## src/rtl/branch_ctrl.sv

```systemverilog
// branch_ctrl: 2-bit counter branch predictor with EX-stage resolution, flush/redirect and statistics
module branch_ctrl #(
  parameter int IDX_W = 4,
  parameter int PC_W  = 32,
  parameter int CNT_W = 16
) (
  input  logic             clk,
  input  logic             rst,
  input  logic [PC_W-1:0]  if_pc,
  output logic             pred_taken,
  input  logic             ex_branch,
  input  logic             ex_stall,
  input  logic [PC_W-1:0]  ex_pc,
  input  logic [PC_W-1:0]  ex_target,
  input  logic             ex_pred_taken,
  input  logic             jump_taken,
  output logic             flush,
  output logic             redirect_valid,
  output logic [PC_W-1:0]  redirect_pc,
  output logic [CNT_W-1:0] branch_cnt,
  output logic [CNT_W-1:0] mispred_cnt
);
  localparam logic RUN    = 1'b0;
  localparam logic SHADOW = 1'b1;
  logic [1:0] tbl [2**IDX_W];
  logic state;
  logic resolve;
  logic mispredict;
  logic [IDX_W-1:0] ex_idx;
  logic [1:0] cur;
  logic [1:0] nxt;
  logic unused_pc;
  assign unused_pc = ^{if_pc[PC_W-1:IDX_W+2], if_pc[1:0], ex_pc[1:0]};
  assign ex_idx = ex_pc[IDX_W+1:2];
  assign pred_taken = tbl[if_pc[IDX_W+1:2]][1];
  always_comb begin
    resolve = ex_branch && !ex_stall && state == RUN && !rst;
    mispredict = resolve && (jump_taken != ex_pred_taken);
    flush = mispredict;
    redirect_valid = mispredict;
    redirect_pc = mispredict ? (jump_taken ? ex_target : ex_pc + PC_W'(4)) : '0;
    cur = tbl[ex_idx];
    nxt = jump_taken ? (cur == 2'b11 ? cur : cur + 2'b01) : (cur == 2'b00 ? cur : cur - 2'b01);
  end
  always_ff @(posedge clk or posedge rst) begin
    if (rst) begin
      for (int i = 0; i < 2**IDX_W; i++) tbl[i] <= 2'b01;
      state <= RUN;
      branch_cnt <= '0;
      mispred_cnt <= '0;
    end else begin
      state <= mispredict ? SHADOW : RUN;
      if (resolve) begin
        tbl[ex_idx] <= nxt;
        if (~&branch_cnt) branch_cnt <= branch_cnt + CNT_W'(1);
        if (mispredict && ~&mispred_cnt) mispred_cnt <= mispred_cnt + CNT_W'(1);
      end
    end
  end
endmodule

```

## config.mk

```make
export PLATFORM = sky130hd
export DESIGN_NAME = branch_ctrl
export DESIGN_NICKNAME = d
export VERILOG_FILES = /design/src/rtl/branch_ctrl.sv
export SDC_FILE = /design/constraint.sdc
export NUM_CORES = 1
export LEC_CHECK = 0
export BUFFER_PORTS_ARGS = -buffer_cell sky130_fd_sc_hd__buf_2
export CAP_MARGIN = 10
export CORE_ASPECT_RATIO = 1.75
export CORE_UTILIZATION = 50
export CTS_BUF_LIST = sky130_fd_sc_hd__clkbuf_8
export DETAILED_ROUTE_END_ITERATION = 16
export HOLD_SLACK_MARGIN = 0.06
export PLACE_DENSITY_LB_ADDON = 0.3
export SYNTH_ARGS = -nofsm -noshare
export SYNTH_HDL_FRONTEND = slang
export SYNTH_SLANG_ARGS = --single-unit
```

## constraint.sdc

```tcl
create_clock -name clk -period 2.53 [get_ports clk]
set_input_delay 0.1265 -clock clk [delete_from_list [all_inputs] [get_ports clk]]
set_output_delay 0.1265 -clock clk [all_outputs]
set_load 0.1 [all_outputs]
```

==> out/results.txt, run 1 <==
status: finished, final reports clean
top-count cell post-synth: dfrtp_1
Post-Syn Instances: 448
Residual DRC: 0
setup slack after layout: 0.134 ns
I/O Buffers: 140
Root Driver: clkbuf_8
top cell type's share of synthesized area: 27.4%
Max transition margin: 38.7%
max-cap viol count: 0
H-tree depth: 3
routability cong.: 0.855
Synth area leaders: dfrtp_1, dfstp_2, mux2_2, mux4_2, xor2_1
Hold Vio Cnt, Final: 0
vias in the first global route: 4376
Avg Cell Area, Syn: 10.0 um2
Hold WS: 0.258 ns
Worst EP required: 2.79 ns
cell row count: 45
Flop pwr share: 37.7%
met2 usage: 50.5%
M1 GR Usage: 29.7%
Post-synth EDFFs: 0
met3 usage: 3.86%
Tmin final: 2.40 ns
Die Width: 73.6 um
Clock Power Share: 25.7%
gr busiest metal: met2
CP Capture Type: register
pre-CTS setup slack: 0.214 ns
crit start category: primary input
Pint: 0.00198 W
Clock transition at path regs: 0.07 ns
clock insertion delay at the later pin of the skew report: 0.36 ns
Crit Path Max Fanout: 6
HP Class: primary input to register
Power Total: 0.00342 W
Net Sw Power: 0.00144 W
Die ar.: 9360 um2
Synth Register Bits: 65
main flop type after synthesis: dfrtp_1
1st-iter DRT viols: 196
Placed Cells incl. Taps: 700
Max Clk Rate: 417 MHz
RSZ-0062 raised after global routing: no
Total GRT Usage: 28.2%
Comb power frac: 36.6%
PD cells: 540 nW/um2
Sw Share: 42.1%
top post-synthesis cells by count: dfrtp_1, mux2_2, nand2_1, nand3_1
Crit Path Class: primary input to register
TritonCTS clock tree: built
Worst VDD drop: 0.589 mV
# diodes: 0
CTS Buf Count: 9
Syn. warnings: 0
CORE AREA: 8670 um2
worst-margin pin slew: 0.918 ns
routed wire length: 12300 um
total number of vias: 4225
area leader, netlist: dfrtp_1
gr ovfl total: 0
register area share after synthesis: 36.8%
WP data arrival: 2.66 ns
fin crit share: 94.7%
Routed WL per cell: 17.2 um
vias per std cell: 5.89
Post-Syn Area: 4480 um2
First-pass DRT Iterations: 4
asr flop ratio synth: 100%
CTS Sinks: 65
maximum root-to-sink buffer count: 2
hold path cells: 3
Finished Layout Cells: 717
Layout Nets: 703
Setup Skew: 0.0190 ns
pin count of the biggest net entering global routing: 47
Worst R2R Path Depth: 4
hpwl dp: 9700 um
Slew Viols, Final: 0
Die Y: 127 um
initial antenna violation count: 0
initial core utilization: 51.7%
first-pass GRT wire length: 20300 um
setup violators final: 0
ratio of cells with drive above 1 in the final layout: 47.2%
Post-DRT Antenna Nets: 0
Area growth syn-to-layout: 41.6%
Synth cell types: 56
Ports: 169
Leakage: 2.67 nW
syn nets: 556
## power by group through the flow
stage               sequential (W)  combinational [W]  clock (W)
floorplan                  0.00179           0.000445          0
global placement           0.00130            0.00123          0
detailed placement         0.00131            0.00125          0
CTS                        0.00129            0.00126   0.000905
global route               0.00131            0.00132   0.000956
finish                     0.00129            0.00125   0.000879
## flip-flops by register name (all words and copies together), names as in the netlist
register	count
branch_cnt	16
mispred_cnt	16
state	1
tbl	32
## cells by family after synthesis
family / after synthesis / synth area share (%)
AND/OR/NAND/NOR: 168 / 21.3
AO/OA/AOI/OAI: 74 / 10.2
flip-flops: 65 / 36.8
multiplexers: 55 / 17.0
XOR/XNOR: 40 / 7.82
buffers and inverters: 34 / 3.91
adder cells (fa/ha/maj): 12 / 3.04
## critical path, cell delays in order
cell,delay [ns]
dlygate4sd3_1,0.55
buf_2,0.15
or4b_1,0.61
nor4b_2,0.69
nor3b_1,0.33
xor2_1,0.20
## worst paths after layout
kind	startpoint	to	slack, ns
worst min-delay path	ex_pc[4]	tbl[4]	0.26
min in group asynchronous	rst	state	0.58
max in group asynchronous	rst	branch_cnt[11]	1.24
worst max register to register	state	mispred_cnt[7]	0.19
worst max-delay path	rst	mispred_cnt[7]	0.13
worst min register to register	branch_cnt[8]	branch_cnt[8]	0.50
## cell type report
type	count	area, um2
repair buffers	157	1340
well taps	117	146
multi-input cells	349	2950
clock inverters	6	60.1
inverters	13	52.6
clock buffers	10	138
fillers	614	2330
flip-flops and latches	65	1650
## per-layer routing
metal | wire, um | share of wire [%]
met4 | 561 | 4.5
met3 | 538 | 4.4
met2 | 6860 | 56
met1 | 4380 | 36
met5 | 0 | 0
## timing repair
item	in CTS	in global routing
setup endpoints to repair	13	0
buffers inserted	0	0
hold buffers	1	0
endpoints found under the hold margin	28	0
gates resized for setup	1	0
## cell usage in the layout (no fill, tap or decap), drive strengths merged, types with 6 or more instances in the layout
master  synthesis  layout
a211oi          7       7
a21oi          18      18
a31oi          10      10
and4           11      11
buf             9     156
clkbuf         10      10
dfrtp          49      49
dfstp          16      16
ha              6       6
inv            13      13
maj3            6       6
mux2           37      37
mux4           13      13
nand2          35      35
nand3          28      28
nand4          17      17
nor2           24      24
nor3           10      10
nor4            7       7
o21ai          21      21
o31ai          11      11
or4            12      12
xnor2          16      16
xor2           24      24
## through the flow
step	setup TNS [ns]	util [%]	area, um2
2_1_floorplan	-2.35	-	4790
3_3_place_gp	0	70.7	6130
3_5_place_dp	0	70.7	6130
4_1_cts	0	73.1	6340
5_1_grt	0	73.1	6340
6_report	0	73.1	6340
Note: power is estimated with default switching activity, not from simulation.
==> run 2: changes to the inputs <==
CORE_UTILIZATION = 41   (was 50)
SETUP_SLACK_MARGIN = 0.05   (was default)
==> out/results.txt, run 2 (synthesis gave the netlist of run 1 again) <==
status: finished, final reports clean
first-pass GRT wire length: 21100 um (+4.0%)
setup violators final: 0 (unchanged)
most frequent cells in the layout: buf_2, dfrtp_1, mux2_2
Sequential Area: 1650 um2 (unchanged)
fin crit share: 91.5% (-3.2 points)
vias in the first global route: 4382 (+0.14%)
# diodes: 0 (unchanged)
Residual DRC: 0 (unchanged)
crit start category: primary input
Die ar.: 11400 um2 (+21%)
initial antenna violation count: 0 (unchanged)
total number of vias: 4312 (+2.1%)
worst reg2reg endpoint: branch_cnt[8]
Worst R2R Path Depth: 4 (unchanged)
CTS Buf Count: 9 (unchanged)
hold endpoint: tbl[2]
WP data arrival: 2.19 ns (-0.47 ns)
routability cong.: 0.866 (+1.3%)
FILL cells: 928 (+51%)
Die Y: 140 um (+10%)
clock insertion delay at the later pin of the skew report: 0.35 ns (about the same)
Slew Viols, Final: 0 (unchanged)
hpwl dp: 10300 um (+5.7%)
Area growth syn-to-layout: 42.1%
CORE AREA: 10600 um2 (+23%)
CP Capture Type: output port
CTS Sinks: 65 (unchanged)
worst-margin pin slew: 0.690 ns (-0.227 ns)
Total GRT Usage: 24.3% (-3.8 points)
Top reg by flops: tbl
worst path cell trace: buf_2 > nand4_2 > or4_1 > buf_4 > or4_1 > a31oi_4 > buf_12
Setup Skew: 0.0111 ns (-0.00793 ns)
Worst VDD drop: 0.349 mV (-41%)
number of flip-flops in the largest register: 32 (unchanged)
Tmin final: 2.31 ns (-0.0820 ns)
Max transition margin: 53.9% (+15 points)
WP buf/inv: 3 (+1)
vias per std cell: 5.90 (+0.10%)
H-tree depth: 3 (unchanged)
I/O Buffers: 140 (unchanged)
Worst path slowest cell: or4_1
Crit Path Class: primary input to output port
Ports: 169 (unchanged)
Layout Nets: 704 (+0.14%)
reg-to-reg setup timing slack: 0.42 ns (+0.23 ns)
post-layout util: 59.8% (-13 points)
Power Total: 0.00344 W (+0.47%)
1st-iter DRT viols: 207 (+5.6%)
Hold Vio Cnt, Final: 0 (unchanged)
cell row count: 50 (+11%)
number of cells on the critical path: 7 (+1)
HP Class: primary input to register
Post-DRT Antenna Nets: 0 (unchanged)
gr ovfl total: 0 (unchanged)
Hold Path Origin: ex_pc[4]
Clock transition at path regs: 0.06 ns (about the same)
Root Driver: clkbuf_8
PD cells: 540 nW/um2 (+0.11%)
maximum root-to-sink buffer count: 2 (unchanged)
slowest stage delay, CP: 0.56 ns (-0.13 ns)
pin count of the biggest net entering global routing: 43 (-8.5%)
crit-path leading delay family: simple AND/OR/NAND/NOR gates
Leakage: 2.69 nW (+0.65%)
Max Clk Rate: 432 MHz (+3.5%)
Crit Path Max Fanout: 20 (+14)
Worst EP required: 2.40 ns (-0.39 ns)
Top Registers: tbl (32), branch_cnt (16), mispred_cnt (16)
hold path cells: 3 (unchanged)
area of the multi-input gates: 2940 um2 (-0.47%)
routed wire length: 13000 um (+5.2%)
initial core utilization: 42.1% (-9.5 points)
CP dominant cell by count: or4_1
Die Width: 81.0 um (+10%)
RSZ-0062 raised after global routing: no
max-cap viol count: 0 (unchanged)
ratio of cells with drive above 1 in the final layout: 46.6% (-0.58 points)
Routed WL per cell: 17.8 um (+3.2%)
most common cell after layout, fill and taps aside: buf_2
First-pass DRT Iterations: 4 (unchanged)
TritonCTS clock tree: built
Critical R2R Launch: state
## run 2: stage by stage
| stage | cell area, um2 | instances | hold slack (ns) | worst slack (ns) | TNS (ns) |
|---|---|---|---|---|---|
| floorplan | 4770 | 448 | 0.465 | -0.422 | -3.02 |
| global placement | 6130 | 713 | 0.274 | 0.255 | 0 |
| detailed placement | 6130 | 713 | 0.305 | 0.218 | 0 |
| CTS | 6340 | 730 | 0.265 | 0.109 | 0 |
| global route | 6360 | 731 | 0.302 | 0.128 | 0 |
| finish | 6360 | 731 | 0.288 | 0.216 | 0 |
## run 2: area by class of cell
| cell class | count | area share [%] |
|---|---|---|
| repair inverters | 1 | 0.118 |
| clock buffers | 10 | 2.16 |
| inverters | 13 | 0.826 |
| multi-input cells | 349 | 46.2 |
| clock inverters | 6 | 0.944 |
| well taps | 130 | 2.56 |
| repair buffers | 157 | 21.3 |
| flip-flops and latches | 65 | 25.9 |
## run 2: metal layers
metal / vias up / part of all wire, % / GRT usage (%)
met5: - / 0 / 0
met4: 0 / 4.3 / 12.8
met3: 35 / 6.3 / 5.08
met2: 181 / 55 / 43.6
met1: 2106 / 34 / 25.7
li1: 1990 / - / -
## run 2: worst min-delay path: cells and delay by family
kind                   cells  cell delay (ns)
buffers and inverters      1             0.17
muxes                      1             0.16
and+or+nand+nor            1             0.14
## run 2: timing repair
action / 4_1_cts / 5_1_grt
buffers inserted: 0 / 0
cloned: 0 / 1
hold buffers: 1 / 0
setup endpoints to repair: 18 / 16
resized for setup: 1 / 3
hold endpoints to repair: 19 / 0
## run 2: worst max path at each step
stage / start / end / slack [ns]
finish: ex_pc[11] / redirect_pc[31] / 0.22
global route: state / redirect_pc[17] / 0.13
CTS: rst / redirect_pc[17] / 0.11
detailed placement: ex_pc[11] / redirect_pc[31] / 0.22
global placement: ex_pc[11] / redirect_pc[31] / 0.26
floorplan: state / redirect_pc[4] / -0.42
## run 2: report_power, final
group,leakage (nW),internal [W],switching (W),total [W]
sequential,0.817,0.00118,0.000121,0.00130
clock,0.103,0.000476,0.000403,0.000879
combinational,1.77,0.000327,0.000930,0.00126
